--- config.mk ---
export PLATFORM = sky130hd
export DESIGN_NAME = bcd_to_binary
export DESIGN_NICKNAME = d
export VERILOG_FILES = /design/src/rtl/scoreboard_pkg.sv /design/src/rtl/bcd_nibble_adjust.sv /design/src/rtl/bcd_to_binary.sv
export SDC_FILE = /design/constraint.sdc
export NUM_CORES = 1
export LEC_CHECK = 0
export ABC_AREA = 1
export BUFFER_PORTS_ARGS = -buffer_cell sky130_fd_sc_hd__buf_2
export CAP_MARGIN = 10
export CORE_UTILIZATION = 60
export DETAILED_ROUTE_END_ITERATION = 16
export PLACE_DENSITY = 0.83
export SKIP_CTS_REPAIR_TIMING = 1
export SLEW_MARGIN = 40
export SYNTH_ARGS = -nofsm -noshare
export SYNTH_HDL_FRONTEND = slang
export SYNTH_HIERARCHICAL = 1
export SYNTH_SLANG_ARGS = --single-unit
--- constraint.sdc ---
create_clock -name clock -period 2.1 [get_ports clock]
set_clock_uncertainty 0.15 [all_clocks]
set_input_delay 0.105 -clock clock [delete_from_list [all_inputs] [get_ports clock]]
set_output_delay 0.105 -clock clock [all_outputs]
set_load 0.02 [all_outputs]
--- src/rtl/scoreboard_pkg.sv ---
// ============================================================================
// Module      : scoreboard_pkg
// Description : Shared types and constants for the score conversion blocks.
// Revision    : 1.0 - initial release
// ============================================================================
`default_nettype none

package scoreboard_pkg;

    typedef enum logic [1:0] {
        IDLE  = 2'd0,
        SHIFT = 2'd1,
        DONE  = 2'd2
    } state_t;

    localparam int BCD_DIGIT_W   = 4;
    localparam int BCD_MAX_DIGIT = 9;
    localparam int BCD_ADJUST    = 3;

    function automatic logic is_valid_bcd_digit(input logic [BCD_DIGIT_W-1:0] digit);
        return (digit <= BCD_DIGIT_W'(BCD_MAX_DIGIT));
    endfunction

endpackage

`default_nettype wire

--- src/rtl/bcd_nibble_adjust.sv ---
// ============================================================================
// Module      : bcd_nibble_adjust
// Description : Reverse double-dabble digit correction: subtract 3 when >= 8.
// Revision    : 1.0 - initial release
// ============================================================================
`default_nettype none

module bcd_nibble_adjust
    import scoreboard_pkg::*;
(
    input  logic [BCD_DIGIT_W-1:0] nibble_in,
    output logic [BCD_DIGIT_W-1:0] nibble_out
);

    // A nibble >= 8 after the shift carries a borrowed ten that must become five.
    assign nibble_out = nibble_in[BCD_DIGIT_W-1] ? (nibble_in - BCD_DIGIT_W'(BCD_ADJUST))
                                                 : nibble_in;

endmodule

`default_nettype wire

--- src/rtl/bcd_to_binary.sv ---
// ============================================================================
// Module      : bcd_to_binary
// Description : Multi-cycle packed-BCD to unsigned binary converter using
//               reverse double-dabble with a start/completed handshake.
// Options     : BCD_CHECK_EN - reject inputs containing a digit above 9.
// Revision    : 1.0 - initial release
// ============================================================================
`default_nettype none

module bcd_to_binary
    import scoreboard_pkg::*;
#(
    parameter int N_DIGITS      = 2,
    parameter int OUTPUT_LENGTH = 8
) (
    input  logic                            clock,
    input  logic                            reset,
    input  logic                            start,
    input  logic [N_DIGITS*BCD_DIGIT_W-1:0] bcd,
    output logic [OUTPUT_LENGTH-1:0]        binary,
    output logic                            completed,
    output logic                            busy,
    output logic                            overflow,
    output logic                            invalid
);

    localparam int BCD_W = N_DIGITS * BCD_DIGIT_W;
    localparam int R_W   = BCD_W + OUTPUT_LENGTH;
    localparam int CNT_W = $clog2(OUTPUT_LENGTH) + 1;

    state_t             r_state;
    state_t             w_next_state;
    logic [R_W-1:0]     r_work;
    logic [CNT_W-1:0]   r_cnt;
    logic [R_W-1:0]     w_shifted;
    logic [R_W-1:0]     w_adjusted;
    logic               w_last;
    logic               w_bcd_bad;

    assign w_shifted = r_work >> 1;
    assign w_adjusted[OUTPUT_LENGTH-1:0] = w_shifted[OUTPUT_LENGTH-1:0];
    assign w_last = (r_cnt == CNT_W'(OUTPUT_LENGTH - 1));
    assign busy   = (r_state != IDLE);

    generate
        for (genvar i = 0; i < N_DIGITS; i++) begin : g_digit
            bcd_nibble_adjust u_adjust (
                .nibble_in  (w_shifted[OUTPUT_LENGTH + i*BCD_DIGIT_W +: BCD_DIGIT_W]),
                .nibble_out (w_adjusted[OUTPUT_LENGTH + i*BCD_DIGIT_W +: BCD_DIGIT_W])
            );
        end
    endgenerate

`ifdef BCD_CHECK_EN
    logic r_bad;

    always_comb begin
        w_bcd_bad = 1'b0;
        for (int i = 0; i < N_DIGITS; i++) begin
            if (!is_valid_bcd_digit(bcd[i*BCD_DIGIT_W +: BCD_DIGIT_W])) begin
                w_bcd_bad = 1'b1;
            end
        end
    end
`else
    assign w_bcd_bad = 1'b0;
    assign invalid   = 1'b0;
`endif

    always_ff @(posedge clock or posedge reset) begin
        if (reset) begin
            r_state <= IDLE;
        end else begin
            r_state <= w_next_state;
        end
    end

    always_comb begin
        w_next_state = r_state;
        case (r_state)
            IDLE:    if (start) w_next_state = w_bcd_bad ? DONE : SHIFT;
            SHIFT:   if (w_last) w_next_state = DONE;
            DONE:    w_next_state = IDLE;
            default: w_next_state = IDLE;
        endcase
    end

    always_ff @(posedge clock or posedge reset) begin
        if (reset) begin
            r_work    <= '0;
            r_cnt     <= '0;
            binary    <= '0;
            completed <= 1'b0;
            overflow  <= 1'b0;
`ifdef BCD_CHECK_EN
            r_bad     <= 1'b0;
            invalid   <= 1'b0;
`endif
        end else begin
            completed <= 1'b0;
            case (r_state)
                IDLE: begin
                    if (start) begin
                        r_work <= {bcd, {OUTPUT_LENGTH{1'b0}}};
                        r_cnt  <= '0;
`ifdef BCD_CHECK_EN
                        r_bad  <= w_bcd_bad;
`endif
                    end
                end
                SHIFT: begin
                    r_work <= w_adjusted;
                    r_cnt  <= r_cnt + CNT_W'(1);
                end
                DONE: begin
                    completed <= 1'b1;
`ifdef BCD_CHECK_EN
                    // A rejected operand leaves the previous result visible.
                    if (r_bad) begin
                        overflow <= 1'b0;
                        invalid  <= 1'b1;
                    end else begin
                        binary   <= r_work[OUTPUT_LENGTH-1:0];
                        overflow <= |r_work[R_W-1 -: BCD_W];
                        invalid  <= 1'b0;
                    end
`else
                    binary   <= r_work[OUTPUT_LENGTH-1:0];
                    overflow <= |r_work[R_W-1 -: BCD_W];
`endif
                end
                default: ;
            endcase
        end
    end

endmodule

`default_nettype wire

==> flow_summary_export.csv, run 1 <==
group,metric,value,unit
detailed_routing,ant_nets,0,
grt,grt_usage,25.7,%
detailed_routing,wl_per_cell,12.2,um
power,vdd_drop_max,0.984,mV
sta,finalCriticalPeriod,1.57,ns
sta,finalSetupTns,0,ns
clocking,cts_sinks,32,
clocking,clock_path_buffers,2,
hold_path,min_path_cells,4,
sta,report.final.setup_viol,0,
power,intPower,1.57,mW
floorplan,start_util,63.4,%
worst_setup_path,worstPathRequired,2.18,ns
power,p_sw,1.16,mW
hold_path,holdPathEnd,"r_work[14]",
floorplan,num_rows,18,
power,leakage,0.945,nW
yosys,netlist_instances,178,
yosys,synth_warnings,6,
yosys,ys_types,25,
worst_setup_path,end_kind,"register",
yosys,synth.top_cell.area_share,51.0,%
placement,place_hpwl,2.01,mm
grt,gr-total-overflow,0,
floorplan,io_pins,23,
power,comb_power_share,42.3,%
clocking,cts_inserted_buffers,5,
yosys,yosysSeqAreaShare,51.0,%
placement,place_area,1670,sq um
detailed_routing,vias_per_cell,5.27,
finish,fin_nets,231,
run_status,status,"complete, no violations",
sta,slew_violations,0,
yosys,synth_area_per_cell,8.83,sq um
floorplan,fp.coreArea,2480,sq um
detailed_routing,drtIter0Drc,32,
yosys,synth_top_cell_by_area,"dfrtp_1",
placement,dp_cells,229,
placement,io_buffers,21,
sta,max_freq,637,MHz
worst_setup_path,reg2reg_depth,4,
power,swShare,42.5,%
detailed_routing,drc,0,
clocking,path_clk_slew,0.10,ns
grt,grt_max_degree,33,
finish,drive_gt1_share,21.6,%
finish,final_cell_count_no_fill,248,
power,p_per_area,1460,nW/um^2
worst_setup_path,start_kind,"register",
worst_setup_path,path_max_fanout,5,
finish,stdcell_area,1860,sq um
sta,rsz0062_at_grt,"false",
clocking,root_buffer,"clkbuf_4",
placement,gp_congestion,0.797,
yosys,synthTopCellsByArea,"dfrtp_1, nand2_1, nand3_1, inv_1, o21ai_2",
worst_setup_path,ff2ff_setup_slack,0.53,ns
finish,layout_common_cells,"nand2_1, dfrtp_1, nand3_1",
worst_setup_path,r2r_end,"r_work[8]",
sta,fin_crit_sh,74.7,%
sta,setup_ws,0.531,ns
grt,grt_pass1_wl,5.04,mm
clocking,htree_levels,2,
power,power.total,2.72,mW
finish,postLayoutCoreUtil,75.3,%
clocking,tritoncts,"built",
floorplan,dieArea,2830,sq um
power,pwr-share-seq,40.6,%
worst_setup_path,critPathKind,"reg2reg",
yosys,syn_area,1570,sq um
sta,finalHoldViolCount,0,
floorplan,die_height,53.2,um
hold_path,hold_path.class,"in2reg",
detailed_routing,firstDrtPassIters,6,
worst_setup_path,arrival,1.65,ns
power,clkPwrFrac,17.1,%
detailed_routing,drt_wl_total,3.03,mm
grt,antenna_found_initial,0,
floorplan,dieWidth,53.2,um
sta,whs,0.110,ns
finish,final_common_cell,"nand2_1",
flow_run,maxCapViolCount,0,
clocking,clock_latency,0.34,ns
placement,dp_slack,0.644,ns
finish,diodes,0,
yosys,ys_seq_elements,32,
finish,syn_to_final_growth,18.6,%
detailed_routing,num_vias,1306,
worst_setup_path,r2r_start,"r_state[0]",
grt,grt_pass1_vias,1204,
hold_path,hp-start,"start",
## synth_stat cells
library cell,number
nand3_1,24
o21ai_0,2
nand4_1,3
nand3_2,1
conb_1,1
nand2_4,1
buf_2,1
nor2_1,11
dfrtp_1,32
ha_1,3
xnor2_1,1
inv_1,22
inv_2,1
nand2_1,44
a21oi_1,3
buf_6,1
nor2_4,1
xor2_1,2
o22ai_1,7
buf_4,2
buf_8,1
buf_12,1
inv_4,2
nand2_2,2
o21ai_2,9
## registers in the layout, indices dropped and copies added (netlist names)
register	count
r_state	2
completed	1
r_cnt	4
r_work	16
overflow	1
binary	8
## power groups by stage
stage	clock (mW)	combinational, mW	sequential [mW]
after floorplan	0	0.849	1.17
after global placement	0	1.08	1.10
after detailed placement	0	1.12	1.12
after CTS	0.472	1.13	1.10
after global routing	0.501	1.33	1.15
final	0.466	1.15	1.10
## critical path, stage by stage, from the launching register on
cell	delay [ns]
dfrtp_1	0.49
inv_1	0.09
nand4_1	0.08
dlygate4sd3_1	0.57
nand3_1	0.08
## layer usage
layer  global-route usage, %  wire, um  up-vias
met5                       0         0        -
met1                    30.8      1240      601
met2                    42.2      1590       53
met3                    9.77       173        4
met4                    8.33        29        0
li1                        -         -      648
## layout make-up
| class | count | area [sq um] |
|---|---|---|
| well taps | 30 | 37.5 |
| fillers | 188 | 613 |
| flip-flops and latches | 32 | 801 |
| repair buffers | 33 | 223 |
| multi-input cells | 120 | 624 |
| clock inverters | 3 | 42.5 |
| clock buffers | 5 | 37.5 |
| inverters | 25 | 98.8 |
## worst max path at each step
stage	start	endpoint	slack (ns)	depth (start not counted)
2_1_floorplan	r_work[9]	r_work[10]	0.91	7
3_3_place_gp	r_state[1]	r_work[12]	0.73	5
3_5_place_dp	r_state[1]	r_work[10]	0.64	5
4_1_cts	r_state[1]	r_work[10]	0.61	5
6_report	r_state[0]	r_work[8]	0.53	4
5_1_grt	r_state[0]	r_work[8]	0.46	4
## logic make-up (layout without fill, tap and decap cells)
family,Yosys count,after routing,synth area share (%)
DFF,32,32,51.0
adders and majority gates,3,3,2.39
xor gates and xnor gates,3,3,1.67
other,1,6,0.239
AOI/OAI and AO/OA,21,21,9.39
buffers and inverters,31,66,10.5
and+or+nand+nor,87,87,24.8
Power figures use the tool's default switching activity.
==> inputs of run 2 (changes only) <==
--- a/config.mk
+++ b/config.mk
@@ -8,9 +8,9 @@
 export ABC_AREA = 1
 export BUFFER_PORTS_ARGS = -buffer_cell sky130_fd_sc_hd__buf_2
 export CAP_MARGIN = 10
-export CORE_UTILIZATION = 60
+export CORE_UTILIZATION = 55
 export DETAILED_ROUTE_END_ITERATION = 16
-export PLACE_DENSITY = 0.83
+export PLACE_DENSITY = 0.77
 export SKIP_CTS_REPAIR_TIMING = 1
 export SLEW_MARGIN = 40
 export SYNTH_ARGS = -nofsm -noshare
==> constraint.sdc (replaced) <==
create_clock -name clock -period 1.48 [get_ports clock]
set_clock_uncertainty 0.15 [all_clocks]
set_input_delay 0.074 -clock clock [delete_from_list [all_inputs] [get_ports clock]]
set_output_delay 0.074 -clock clock [all_outputs]
set_load 0.02 [all_outputs]
==> run 2 against run 1 <==
  * First-iteration DRC count is 25% higher
  * Via count is 0.61% lower
  * Flip-flop and latch count stayed put
  * Global-route usage is 4.3 points lower
  * Sequential power is 44% higher
  * Worst setup slack worse by 0.42 ns
  * Sequential share of layout area is 0.29 points lower
  * Cell area is 0.67% higher
  * Count of clock-buffer cells in the layout is 1 higher
  * Clock power is 37% higher
  * Hold slack better by 0.093 ns
  * Combinational power is 44% higher
  * Highest routed layer unchanged
==> flow_summary_export.csv, run 2 (synthesis gave the netlist of run 1 again) <==
group,metric,value,unit
floorplan,dieArea,3080,sq um
grt,grt_usage,21.4,%
worst_setup_path,critPathKind,"reg2out",
clocking,tritoncts,"built",
floorplan,start_util,57.5,%
worst_setup_path,reg2reg_depth,5,
grt,grt_pass1_vias,1193,
sta,max_freq,731,MHz
floorplan,die_height,55.5,um
floorplan,fp.coreArea,2730,sq um
grt,grtUsageMet1,26.0,%
clocking,cts_sinks,32,
detailed_routing,wl_per_cell,11.6,um
power,leakage,0.962,nW
finish,layout_common_cells,"nand2_1, dfrtp_1, nand3_1",
placement,io_buffers,21,
sta,whs,0.203,ns
detailed_routing,drc,0,
finish,multi_input_area,627,sq um
flow_run,maxCapViolCount,0,
clocking,clock_latency,0.34,ns
placement,place_hpwl,2.05,mm
sta,finalSetupTns,0,ns
detailed_routing,firstDrtPassIters,4,
finish,top_regs,"r_work: 16 flops, binary: 8 flops, r_cnt: 4 flops",
run_status,status,"complete, no violations",
clocking,path_clk_slew,0.10,ns
finish,diodes,0,
finish,largest_reg_flops,16,
grt,grtUsageMet3,4.22,%
floorplan,dieWidth,55.5,um
clocking,clock_path_buffers,2,
worst_setup_path,cpPeakStageDelay,0.49,ns
worst_setup_path,worstPathRequired,1.26,ns
finish,fin_nets,233,
finish,top_register,"r_work",
hold_path,hold_path.class,"in2async",
worst_setup_path,path_max_fanout,5,
floorplan,num_rows,19,
clocking,htree_levels,2,
detailed_routing,drtIter0Drc,40,
sta,finalCriticalPeriod,1.37,ns
clocking,cts_inserted_buffers,5,
power,p_per_area,2070,nW/um^2
floorplan,io_pins,23,
grt,grt-busiest-layer,"met2",
power,vdd_drop_max,1.41,mV
grt,use_met2,34.8,%
worst_setup_path,arrival,1.14,ns
sta,slew_violations,0,
grt,antenna_found_initial,0,
worst_setup_path,path_cells,"nor2_1 > inv_1 > buf_2",
grt,grt_pass1_wl,5.08,mm
grt,gr-total-overflow,0,
sta,fin_crit_sh,92.4,%
finish,final_common_cell,"nand2_1",
detailed_routing,num_vias,1298,
sta,report.final.setup_viol,0,
worst_setup_path,end_kind,"output pin",
grt,grt_max_degree,33,
sta,finalHoldViolCount,0,
finish,fillCellCount,212,
detailed_routing,ant_nets,0,
detailed_routing,vias_per_cell,5.17,
clocking,root_buffer,"clkbuf_4",
detailed_routing,drt_wl_total,2.92,mm
finish,syn_to_final_growth,19.4,%
worst_setup_path,crit_path_top_delay_cell,"dfrtp_1",
finish,drive_gt1_share,22.7,%
placement,gp_congestion,0.857,
sta,rsz0062_at_grt,"false",
finish,ff_latch_area,801,sq um
worst_setup_path,start_kind,"register",
run 2: cell types whose count changed in the layout (fill, tap and decap cells not counted), sizes merged:
cell         delta
dlygate4sd3     -1
clkinvlp        -1
buf             +3
clkbuf          +1
run 2: final timing paths:
path / slack [ns] / endpoint / from
setup / recovery: 0.11 / busy / r_state[0]
hold / removal: 0.20 / r_work[6] / reset
setup reg to reg: 0.14 / r_work[13] / r_state[1]
hold reg to reg: 0.33 / binary[5] / binary[5]
max in group asynchronous: 0.68 / r_work[12] / reset
min in group clock: 0.33 / r_work[13] / bcd[5]
run 2: routing by layer:
layer  share of wire [%]  vias up
met5                   0        -
met4                 2.7        0
li1                    -      642
met2                  51       25
met1                  43      622
met3                 3.4        9
run 2: cell type report:
cell class | instances | area share (%)
clock inverters | 2 | 1.87
repair buffers | 35 | 12.5
clock buffers | 6 | 2.20
flip-flops and latches | 32 | 42.7
inverters | 25 | 5.27
well taps | 31 | 2.07
multi-input cells | 120 | 33.4
run 2: metrics by stage:
| step | power [mW] | area [sq um] | setup slack, ns | util (%) | instances |
|---|---|---|---|---|---|
| after CTS | 3.88 | 1770 | 0.103 | 64.9 | 241 |
| after global routing | 4.20 | 1880 | 0.0249 | 68.6 | 251 |
| after global placement | 3.14 | 1700 | 0.201 | 62.1 | 233 |
| after detailed placement | 3.23 | 1700 | 0.125 | 62.1 | 233 |
| after floorplan | 2.87 | 1590 | 0.293 | - | 183 |
| final | 3.88 | 1880 | 0.112 | 68.6 | 251 |
run 2: critical path: cells and delay by family, from the launching register on:
family | cells | cell delay, ns
flip-flops | 1 | 0.49
buffers and inverters | 2 | 0.19
AND/OR/NAND/NOR | 1 | 0.14
run 2: where the power goes:
| part | internal, mW | switching [mW] |
|---|---|---|
| logic | 0.649 | 1.02 |
| registers | 1.26 | 0.318 |
| clock network | 0.354 | 0.284 |
| total | 2.26 | 1.62 |
==> inputs of run 3 (changes only) <==
--- a/config.mk
+++ b/config.mk
@@ -8,9 +8,9 @@
 export ABC_AREA = 1
 export BUFFER_PORTS_ARGS = -buffer_cell sky130_fd_sc_hd__buf_2
 export CAP_MARGIN = 10
-export CORE_UTILIZATION = 55
+export CORE_UTILIZATION = 49
 export DETAILED_ROUTE_END_ITERATION = 16
-export PLACE_DENSITY = 0.77
+export PLACE_DENSITY = 0.7
 export SKIP_CTS_REPAIR_TIMING = 1
 export SLEW_MARGIN = 40
 export SYNTH_ARGS = -nofsm -noshare
==> run 3 against run 2 <==
  * Die area grew 12%
  * Largest power group unchanged
  * Flip-flop and latch count is the same
  * Clock power shrank 19%
  * Largest cell class unchanged
  * Utilization shrank 7.1 points
==> flow_summary_export.csv, run 3 (synthesis gave the netlist of run 1 again) <==
group,metric,value,unit
finish,top_register,"r_work",
detailed_routing,firstDrtPassIters,4,
floorplan,die_height,58.6,um
placement,dp_cells,246,
floorplan,dieWidth,58.6,um
power,pwr-share-seq,42.1,%
power,swShare,42.9,%
worst_setup_path,end_kind,"output pin",
finish,final_cell_count_no_fill,264,
finish,drive_gt1_share,23.2,%
sta,fin_crit_sh,93.6,%
placement,io_buffers,21,
clocking,path_clk_slew,0.09,ns
floorplan,dieArea,3440,sq um
power,p_sw,1.60,mW
clocking,cts_inserted_buffers,5,
detailed_routing,drt_wl_total,2.92,mm
worst_setup_path,start_kind,"register",
sta,report.final.setup_viol,0,
grt,grt_pass1_wl,4.78,mm
grt,grt-busiest-layer,"met2",
placement,place_hpwl,2.04,mm
clocking,root_buffer,"clkbuf_4",
worst_setup_path,crit_path_top_delay_cell,"dfrtp_1",
finish,diodes,0,
detailed_routing,num_vias,1266,
worst_setup_path,critPathKind,"reg2out",
detailed_routing,drc,0,
clocking,cts_sinks,32,
grt,grt_pass1_vias,1135,
placement,gp_congestion,0.829,
sta,finalSetupTns,0,ns
grt,grtUsageMet3,6.59,%
worst_setup_path,path_delay_family,"flip-flops",
worst_setup_path,arrival,1.16,ns
floorplan,io_pins,23,
detailed_routing,drtIter0Drc,52,
grt,grtUsageMet1,20.7,%
finish,largest_reg_flops,16,
floorplan,num_rows,20,
power,leakage,0.957,nW
finish,top_regs,"r_work: 16 flops, binary: 8 flops, r_cnt: 4 flops",
floorplan,fp.coreArea,3050,sq um
power,comb_power_share,44.1,%
detailed_routing,vias_per_cell,4.80,
sta,slew_violations,0,
power,clkPwrFrac,13.8,%
worst_setup_path,worstPathRequired,1.26,ns
finish,syn_to_final_growth,19.5,%
sta,finalCriticalPeriod,1.38,ns
sta,max_freq,722,MHz
worst_setup_path,path_max_fanout,5,
grt,grt_max_degree,33,
sta,rsz0062_at_grt,"false",
grt,antenna_found_initial,0,
clocking,clock_path_buffers,2,
worst_setup_path,cpPeakStageDelay,0.52,ns
grt,gr-total-overflow,0,
power,intPower,2.13,mW
grt,use_met2,34.0,%
clocking,clock_latency,0.33,ns
worst_setup_path,path_cells,"nor2_1 > inv_1 > buf_2",
grt,grt_usage,19.3,%
power,p_per_area,1990,nW/um^2
clocking,tritoncts,"built",
detailed_routing,ant_nets,0,
finish,layout_common_cells,"nand2_1, dfrtp_1, nand3_1",
finish,final_common_cell,"nand2_1",
floorplan,start_util,51.5,%
detailed_routing,wl_per_cell,11.1,um
sta,finalHoldViolCount,0,
clocking,htree_levels,2,
hold_path,hold_path.class,"in2async",
power,vdd_drop_max,0.874,mV
worst_setup_path,critPathBufInv,2,
flow_run,maxCapViolCount,0,
power,power.total,3.73,mW
finish,fin_nets,233,
run_status,status,"complete, no violations",
-- run 3: metal layers --
layer	wire, um	part of all wire, %	vias up
met4	53	1.8	0
met2	1470	50	31
li1	-	-	647
met3	123	4.2	4
met1	1270	44	584
met5	0	0	-
-- run 3: final cells by class --
type | count | area, sq um
inverter | 25 | 98.8
clock inverter | 2 | 10.0
timing repair buffer | 35 | 235
tap | 44 | 55.1
fill | 288 | 1170
clock buffer | 6 | 51.3
multi-input combinational | 120 | 627
sequential | 32 | 801
-- run 3: power groups by stage --
stage	Sequential, mW	Clock, mW	Combinational [mW]
finish	1.57	0.515	1.64
global placement	1.56	0	1.58
global route	1.62	0.573	1.89
floorplan	1.66	0	1.21
detailed placement	1.58	0	1.64
CTS	1.57	0.536	1.64
-- run 3: metrics by stage --
stage | instance area, sq um | util, % | setup slack [ns] | hold slack [ns]
after detailed placement | 1710 | 56.1 | 0.0875 | 0.0272
after CTS | 1780 | 58.2 | 0.0650 | -0.343
after global placement | 1710 | 56.1 | 0.203 | 0.0148
after floorplan | 1590 | - | 0.293 | 0.0402
after global routing | 1880 | 61.5 | 0.0318 | 0.271
final | 1880 | 61.5 | 0.0952 | 0.205
-- run 3: worst reg2reg max path, cell delays in order (launching register included) --
cell	delay, ns
dfrtp_1	0.40
inv_2	0.14
nand2_2	0.16
nor2_2	0.23
nand2_1	0.09
nand3_1	0.08
-- run 3: worst paths after layout --
path,from,to,slack [ns],cells past startpoint
max in group asynchronous,reset,r_work[9],0.68,4
min in group clock,bcd[4],r_work[12],0.33,4
max,r_state[0],busy,0.1,3
min,reset,r_cnt[3],0.21,4
max reg2reg,r_state[1],r_work[9],0.17,5
min reg2reg,binary[7],binary[7],0.34,2
